==> src/rtl/kypd_pkg.sv <==
// Shared types and helpers for the 4x4 keypad scanner: key map, debounce
// states, scan-result kinds and the key code type.
package kypd_pkg;

  typedef logic [3:0] key_code_t;

  typedef enum logic [1:0] {
    ST_IDLE,
    ST_PRESS_CNT,
    ST_HELD,
    ST_RELEASE_CNT
  } deb_state_t;

  typedef enum logic [1:0] {
    RES_NONE,
    RES_ONE,
    RES_MULTI
  } scan_res_t;

  // Physical layout: r0 = 1 2 3 A, r1 = 4 5 6 B, r2 = 7 8 9 C, r3 = 0 F E D
  function automatic key_code_t key_map(input logic [1:0] row, input logic [1:0] col);
    key_code_t code;
    case ({row, col})
      4'h0: code = 4'h1;  4'h1: code = 4'h2;  4'h2: code = 4'h3;  4'h3: code = 4'hA;
      4'h4: code = 4'h4;  4'h5: code = 4'h5;  4'h6: code = 4'h6;  4'h7: code = 4'hB;
      4'h8: code = 4'h7;  4'h9: code = 4'h8;  4'hA: code = 4'h9;  4'hB: code = 4'hC;
      4'hC: code = 4'h0;  4'hD: code = 4'hF;  4'hE: code = 4'hE;  default: code = 4'hD;
    endcase
    return code;
  endfunction

  // Number of asserted bits, saturated at 2 (only none/one/many matters).
  function automatic logic [1:0] low_count(input logic [3:0] v);
    logic [2:0] n;
    n = 3'(v[0]) + 3'(v[1]) + 3'(v[2]) + 3'(v[3]);
    return (n >= 3'd2) ? 2'd2 : n[1:0];
  endfunction

endpackage

==> src/rtl/keypad_scanner_if.sv <==
// Keypad pins and key-event outputs of the scanner; master is the scanner,
// slave is the keypad/consumer side.
interface keypad_if;
  logic [3:0]          row_n;
  logic [3:0]          col_n;
  kypd_pkg::key_code_t key_code;
  logic                key_valid;
  logic                key_held;

  modport master (input row_n, output col_n, key_code, key_valid, key_held);
  modport slave  (output row_n, input col_n, key_code, key_valid, key_held);
endinterface

==> src/rtl/kypd_sync.sv <==
// Two-flop synchronizer for the asynchronous row lines; resets to all-ones
// so an unreset keypad reads as "nothing pressed".
module kypd_sync #(
  parameter int W = 4
) (
  input  logic         clk,
  input  logic         rst_n,
  input  logic [W-1:0] d_i,
  output logic [W-1:0] q_o
);
  logic [W-1:0] meta_q;
  logic [W-1:0] sync_q;

  // NOTE: sequential state uses non-blocking assignments so every flop
  // samples its input from before the edge, independent of statement order.
  always_ff @(posedge clk or negedge rst_n) begin
    if (!rst_n) begin
      meta_q <= '1;
      sync_q <= '1;
    end else begin
      meta_q <= d_i;
      sync_q <= meta_q;
    end
  end

  assign q_o = sync_q;
endmodule

==> src/rtl/keypad_scanner.sv <==
// 4x4 keypad scanner: column drive, per-scan result accumulation and debounce
// FSM. Define KYPD_REPEAT_EN to add auto-repeat strobes while a key is held.
module keypad_scanner
  import kypd_pkg::*;
#(
  parameter int SCAN_TICKS     = 1000,
  parameter int DEBOUNCE_SCANS = 4,
  parameter int REPEAT_SCANS   = 250
) (
  input  logic clk,
  input  logic rst_n,
  keypad_if.master kp
);
  localparam int           TW        = $clog2(SCAN_TICKS);
  localparam logic [TW-1:0] TICK_LAST = TW'(SCAN_TICKS - 1);
  localparam logic [3:0]    DEB       = 4'(DEBOUNCE_SCANS);

  if (SCAN_TICKS < 4 || DEBOUNCE_SCANS < 1 || DEBOUNCE_SCANS > 15 || REPEAT_SCANS < 1) begin : g_bad_param
    $error("keypad_scanner: parameter out of range");
  end

  logic [3:0] row_s;
  kypd_sync #(.W(4)) u_sync (.clk(clk), .rst_n(rst_n), .d_i(kp.row_n), .q_o(row_s));

  // Scan timing and result accumulation
  logic [TW-1:0] tick_q, tick_d;
  logic [1:0]    col_q, col_d;
  logic [1:0]    acc_cnt_q, acc_cnt_d;
  key_code_t     acc_code_q, acc_code_d;
  logic          res_vld_q, res_vld_d;
  scan_res_t     res_kind_q, res_kind_d;
  key_code_t     res_code_q, res_code_d;

  logic [1:0] n_low, base_cnt, sum_cnt, row_idx;
  logic [2:0] sum_raw;
  key_code_t  code_new;

  // NOTE: every always_comb output gets a default first, so no path can
  // leave it unassigned and infer a latch.
  always_comb begin
    row_idx = 2'd0;
    for (int r = 3; r >= 0; r--) if (!row_s[r]) row_idx = 2'(r);
    n_low    = low_count(~row_s);
    base_cnt = (col_q == 2'd0) ? 2'd0 : acc_cnt_q;
    sum_raw  = {1'b0, base_cnt} + {1'b0, n_low};
    sum_cnt  = (sum_raw >= 3'd2) ? 2'd2 : sum_raw[1:0];
    code_new = (n_low == 2'd1) ? key_map(row_idx, col_q)
             : ((col_q == 2'd0) ? 4'h0 : acc_code_q);

    tick_d     = tick_q + 1'b1;
    col_d      = col_q;
    acc_cnt_d  = acc_cnt_q;
    acc_code_d = acc_code_q;
    res_vld_d  = 1'b0;
    res_kind_d = res_kind_q;
    res_code_d = res_code_q;
    if (tick_q == TICK_LAST) begin
      tick_d     = '0;
      col_d      = col_q + 2'd1;
      acc_cnt_d  = sum_cnt;
      acc_code_d = code_new;
      if (col_q == 2'd3) begin
        res_vld_d  = 1'b1;
        res_kind_d = (sum_cnt == 2'd0) ? RES_NONE : (sum_cnt == 2'd1) ? RES_ONE : RES_MULTI;
        res_code_d = code_new;
      end
    end
  end

  // Debounce FSM and registered outputs
  deb_state_t state_q, state_d;
  logic [3:0] cnt_q, cnt_d, cnt_inc;
  key_code_t  cand_q, cand_d;
  key_code_t  key_code_q, key_code_d;
  logic       key_valid_q, key_valid_d;
  logic       key_held_q, key_held_d;
  logic       res_one, res_match_cand;
`ifdef KYPD_REPEAT_EN
  localparam int            RW       = $clog2(REPEAT_SCANS + 1);
  localparam logic [RW-1:0] REP_LAST = RW'(REPEAT_SCANS - 1);
  logic [RW-1:0] rep_q, rep_d;
`endif

  always_comb begin
    cnt_inc        = (cnt_q == 4'hF) ? cnt_q : cnt_q + 4'd1;
    res_one        = (res_kind_q == RES_ONE);
    res_match_cand = res_one && (res_code_q == cand_q);

    state_d     = state_q;
    cnt_d       = cnt_q;
    cand_d      = cand_q;
    key_code_d  = key_code_q;
    key_valid_d = 1'b0;
    key_held_d  = key_held_q;
`ifdef KYPD_REPEAT_EN
    rep_d       = rep_q;
`endif
    if (res_vld_q) begin
      unique case (state_q)
        ST_IDLE: if (res_one) begin
          cand_d  = res_code_q;
          cnt_d   = 4'd1;
          state_d = ST_PRESS_CNT;
          if (DEB == 4'd1) begin
            key_code_d = res_code_q; key_valid_d = 1'b1; key_held_d = 1'b1;
            cnt_d = '0; state_d = ST_HELD;
          end
        end
        ST_PRESS_CNT: begin
          if (res_match_cand) begin
            cnt_d = cnt_inc;
            if (cnt_inc >= DEB) begin
              key_code_d = cand_q; key_valid_d = 1'b1; key_held_d = 1'b1;
              cnt_d = '0; state_d = ST_HELD;
            end
          end else if (res_one) begin
            cand_d = res_code_q;
            cnt_d  = 4'd1;
          end else begin
            cnt_d   = '0;
            state_d = ST_IDLE;
          end
        end
        ST_HELD: begin
          if (res_kind_q == RES_NONE) begin
            cnt_d   = 4'd1;
            state_d = ST_RELEASE_CNT;
            if (DEB == 4'd1) begin
              key_held_d = 1'b0; cnt_d = '0; state_d = ST_IDLE;
            end
          end
`ifdef KYPD_REPEAT_EN
          else if (res_one && res_code_q == key_code_q) begin
            rep_d = rep_q + 1'b1;
            if (rep_q == REP_LAST) begin
              rep_d       = '0;
              key_valid_d = 1'b1;
            end
          end else begin
            rep_d = '0;
          end
`endif
        end
        ST_RELEASE_CNT: begin
          if (res_kind_q == RES_NONE) begin
            cnt_d = cnt_inc;
            if (cnt_inc >= DEB) begin
              key_held_d = 1'b0; cnt_d = '0; state_d = ST_IDLE;
            end
          end else begin
            cnt_d   = '0;
            state_d = ST_HELD;
          end
        end
      endcase
    end
`ifdef KYPD_REPEAT_EN
    if (state_d == ST_HELD && state_q != ST_HELD) rep_d = '0;
`endif
  end

  always_ff @(posedge clk or negedge rst_n) begin
    if (!rst_n) begin
      tick_q      <= '0;
      col_q       <= '0;
      acc_cnt_q   <= '0;
      acc_code_q  <= '0;
      res_vld_q   <= 1'b0;
      res_kind_q  <= RES_NONE;
      res_code_q  <= '0;
      state_q     <= ST_IDLE;
      cnt_q       <= '0;
      cand_q      <= '0;
      key_code_q  <= '0;
      key_valid_q <= 1'b0;
      key_held_q  <= 1'b0;
`ifdef KYPD_REPEAT_EN
      rep_q       <= '0;
`endif
    end else begin
      tick_q      <= tick_d;
      col_q       <= col_d;
      acc_cnt_q   <= acc_cnt_d;
      acc_code_q  <= acc_code_d;
      res_vld_q   <= res_vld_d;
      res_kind_q  <= res_kind_d;
      res_code_q  <= res_code_d;
      state_q     <= state_d;
      cnt_q       <= cnt_d;
      cand_q      <= cand_d;
      key_code_q  <= key_code_d;
      key_valid_q <= key_valid_d;
      key_held_q  <= key_held_d;
`ifdef KYPD_REPEAT_EN
      rep_q       <= rep_d;
`endif
    end
  end

  assign kp.col_n     = ~(4'b0001 << col_q);
  assign kp.key_code  = key_code_q;
  assign kp.key_valid = key_valid_q;
  assign kp.key_held  = key_held_q;
endmodule
==> src/flat_wrapper.sv <==
// flat-port wrapper written by rule: the top's interface ports become plain ports
module keypad_scanner_flat import kypd_pkg::*;
#(
  parameter int SCAN_TICKS     = 1000,
  parameter int DEBOUNCE_SCANS = 4,
  parameter int REPEAT_SCANS   = 250
)
  (clk, rst_n, kp_row_n, kp_col_n, kp_key_code, kp_key_valid, kp_key_held);
  keypad_if kp_i ();
  input  logic clk;
  input  logic rst_n;
  input wire logic [$bits(kp_i.row_n)-1:0] kp_row_n;
  output wire logic [$bits(kp_i.col_n)-1:0] kp_col_n;
  output wire logic [$bits(kp_i.key_code)-1:0] kp_key_code;
  output wire logic [$bits(kp_i.key_valid)-1:0] kp_key_valid;
  output wire logic [$bits(kp_i.key_held)-1:0] kp_key_held;
  assign kp_i.row_n = kp_row_n;
  assign kp_col_n = kp_i.col_n;
  assign kp_key_code = kp_i.key_code;
  assign kp_key_valid = kp_i.key_valid;
  assign kp_key_held = kp_i.key_held;
  keypad_scanner #(.SCAN_TICKS(SCAN_TICKS), .DEBOUNCE_SCANS(DEBOUNCE_SCANS), .REPEAT_SCANS(REPEAT_SCANS)) u_core (.clk(clk), .rst_n(rst_n), .kp(kp_i));
endmodule
==> config.mk <==
export PLATFORM = sky130hd
export DESIGN_NAME = keypad_scanner_flat
export DESIGN_NICKNAME = d
export VERILOG_FILES = /design/src/rtl/kypd_pkg.sv /design/src/rtl/keypad_scanner_if.sv /design/src/rtl/kypd_sync.sv /design/src/rtl/keypad_scanner.sv /design/src/flat_wrapper.sv
export SDC_FILE = /design/constraint.sdc
export NUM_CORES = 1
export LEC_CHECK = 0
export ABC_AREA = 1
export CORE_ASPECT_RATIO = 1.75
export CORE_MARGIN = 5
export CORE_UTILIZATION = 53
export DETAILED_ROUTE_END_ITERATION = 10
export PLACE_DENSITY = 0.75
export SLEW_MARGIN = 10
export SYNTH_ARGS = -nofsm -noshare
export SYNTH_HDL_FRONTEND = slang
export SYNTH_SLANG_ARGS = --single-unit
==> constraint.sdc <==
create_clock -name clk -period 2.65 [get_ports clk]
set_input_delay 0.53 -clock clk [delete_from_list [all_inputs] [get_ports clk]]
set_output_delay 0.53 -clock clk [all_outputs]
set_load 0.05 [all_outputs]
==> impl_results.md <==
- Max_cap viols: 0
- Type of the most critical hold path: in2async
- DRT iter0 DRCs: 59
- Worst-Skew Late Latency: slightly above 0.3 ns
- Worst Path Max Fanout: 2
- Largest net degree at the start of global routing: 43
- Max_slew headroom: 38.6%
- Post-cts hold buffer count: 0
- Worst vdd ir: ~400 uV
- Most frequent CP cell: inv_2
- Leak pwr: between 0.001 and 0.0015 uW
- Wire length on met3: ~130 um
- Worst Skew: 0.0135 ns
- Routed wl met2: about 2700 um
- R2R Path Start: u_core.u_sync.q_o[0]$_DFF_PN1_
- Tot GR Track Use: 16.7%
- Met1 Wirelength: 1960 um
- Worst Path Arrival: ~2.8 ns
- Placed instance area: 0.00282 mm^2
- # diodes: 0
- Post-DR wirelength/cell: 12.4 um
- Routed vias: around 2000
- Yosys warnings: 0
- Worst setup path start: u_core.u_sync.q_o[0]$_DFF_PN1_
- Layout cell share with drive strength beyond 1: 15.6%
- Critical path class: reg2reg
- CTS tree: built
- RR Endpoint: u_core.res_kind_q[0]$_DFFE_PN0P_
- CTS Sinks: about 50
- Period minus WS final: 2.59 ns
- Buf+Inv Stages, Crit Path: 5
- Fin. max-slew vios: 0
- Grt ovf: 0
- Final Power: 1280 uW
- Most frequent cells in the layout: nand2_1 (87), inv_1 (42), dfrtp_1 (41), nor2_1 (24), o21ai_0 (20)
- Syn_area_per_cell: around 8.3 um^2
- Distinct cells, synth: 27
- CTS clock-pin slew for the worst setup and hold paths: 0.10 ns
- Max layer used: met4
- RSZ-0062 raised after global routing: true
- Netlist Area Pre-Place: between 0.002 and 0.003 mm^2
- Antenna violations before repair: 0
- NumNets Final: 358
- Vias in the first global route: 2002
- Status: finished, final reports clean
- Worst Max-Slew Pin Slew: slightly above 0.9 ns
- CP cell instances: inv_2 -> ha_4 -> fa_2 -> inv_2 -> ha_4 -> nand2_4 -> inv_2 -> ha_4 -> inv_2 -> fa_1 -> nand2_1 -> inv_2 -> nand2_4 -> o21ai_1
- Post-route cell area: 0.00297 mm^2
- DRT Pass-1 Iters: 4
- Hpwl dp: 3550 um
- DRT antenna net count: 0
- Final Cycle Share: 97.8%
- R2R depth: 14
- Die Y-Extent: 103 um
- R2r setup slk: 0.06 ns
- Placer Congestion: 0.901
- Core Footprint: roughly 0.0047 mm^2
- Commonest non-fill, non-tap cell in the layout: nand2_1
- Starting Density: a little under three fifths
- DRC viols: 0
- Site row count: 33
- Critical Path Stages: 14
- Detailed-route wire length: 4870 um
- Die area: 0.00644 mm^2
- Layout area overhead: 14.6%
- Via-to-Cell Ratio: around 5.2
- Num CTS Buffers: 5
- Synth Instances: 314
- Max stage delay cell, worst path: dfstp_2
- Die X: 62.9 um
- Number of port buffers: 15
- Worst path top cell family by delay: adder cells
- Sequential share of the synthesized area: between 40% and 50%
- Setup crit end kind: flip-flop
- H-tree depth: 2
- Fin util: 63.1%
- Setup crit start kind: flip-flop
- Setup violators final: 0
- Synth Net Count: 333
- IO Pins: 16
- F_max: 386 MHz
- Largest stage delay, worst path: 0.54 ns
- WP data required: 2.88 ns
- Final hold violations: 0
- Root Buffer: clkbuf_8
- Yosys reg bits: approximately 50
- Power per cell area: 431 mW/mm^2
- CTS Buffer Depth: 2
- First-pass GRT wire length: 8790 um
==> per-layer routing <==
metal / vias up / global-route usage [%]
met4: 0 / 6.70
met2: 34 / 31.3
met3: 12 / 2.73
met5: - / 0
met1: 958 / 18.7
li1: 1025 / -
==> report_power, final <==
part	internal (uW)	switching, uW	total [uW]	leakage, uW
clock	186	251	438	0.0000374
combinational	31.9	50.4	82.3	0.000775
sequential	758	2.84	761	0.000643
total	976	304	1280	0.00145
==> cell usage after synthesis, drive strengths merged <==
master / count / area (um^2)
a21oi: 16 / 80.1
a31oi: 1 / 6.26
buf: 1 / 5.00
clkinv: 1 / 3.75
dfrtp: 41 / 1030
dfstp: 8 / 210
fa: 2 / 40.0
ha: 11 / 138
inv: 50 / 188
nand2: 92 / 353
nand3: 23 / 150
nand4: 1 / 6.26
nor2: 33 / 185
nor3: 4 / 20.0
o21ai: 24 / 120
o21bai: 1 / 18.8
or2: 1 / 6.26
xnor2: 1 / 8.76
xor2: 3 / 26.3
==> through the flow <==
stage           TNS, ns  cells  hold WS, ns  setup slack [ns]
2_1_floorplan         0    314        0.234            0.0292
3_3_place_gp   -0.00714    383        0.346          -0.00714
3_5_place_dp     -0.220    383        0.350           -0.0947
4_1_cts               0    391        0.363           0.00129
5_1_grt          -0.107    392        0.371           -0.0424
6_report              0    392        0.350            0.0571
==> how the worst max path moves through the flow <==
stage	end	slack [ns]
global route	u_core.res_kind_q[0]$_DFFE_PN0P_	-0.04
finish	u_core.res_kind_q[0]$_DFFE_PN0P_	0.06
CTS	u_core.acc_cnt_q[0]$_DFFE_PN0N_	0.001
detailed placement	u_core.acc_cnt_q[0]$_DFFE_PN0N_	-0.09
global placement	u_core.acc_cnt_q[0]$_DFFE_PN0N_	-0.007
floorplan	u_core.acc_cnt_q[0]$_DFFE_PN0N_	0.03
==> final cells by class <==
type,instances,area (um^2)
Clock buffer,6,72.6
Clock inverter,2,15.0
Inverter,51,191
Timing Repair Buffer,19,173
Tap cell,52,65.1
Multi-Input combinational cell,213,1220
Fill cell,427,1740
Sequential cell,49,1240
==> state kept, by name (all words and copies together), names as in the netlist <==
name                  cells
u_core.kp.key_code        4
u_core.acc_cnt_q          2
u_core.acc_code_q         4
u_core.u_sync.q_o         4
u_core.res_code_q         4
u_core.kp.key_valid       1
u_core.cand_q             4
u_core.tick_q            10
u_core.cnt_q              4
u_core.res_vld_q          1
u_core.state_q            2
u_core.res_kind_q         2
u_core.kp.key_held        1
u_core.col_q              2
u_core.u_sync.meta_q      4
==> timing repair <==
action                     CTS  global route
setup buffers                0             1
pin swaps                    0             5
gates resized for setup      3            15
hold endpoints to repair     0             0
setup endpoints to repair    4             4
==> cells by family (layout without fill, tap and decap cells) <==
kind of cell	count (synthesis)	in the layout	synth area share, %
AO/OA/AOI/OAI	42	42	8.69
XOR/XNOR	4	4	1.35
adder cells (fa/ha/maj)	13	13	6.86
buffers and inverters	52	78	7.58
flip-flops	49	49	47.7
AND/OR/NAND/NOR	154	154	27.8
Note: power is estimated with default switching activity, not from simulation.
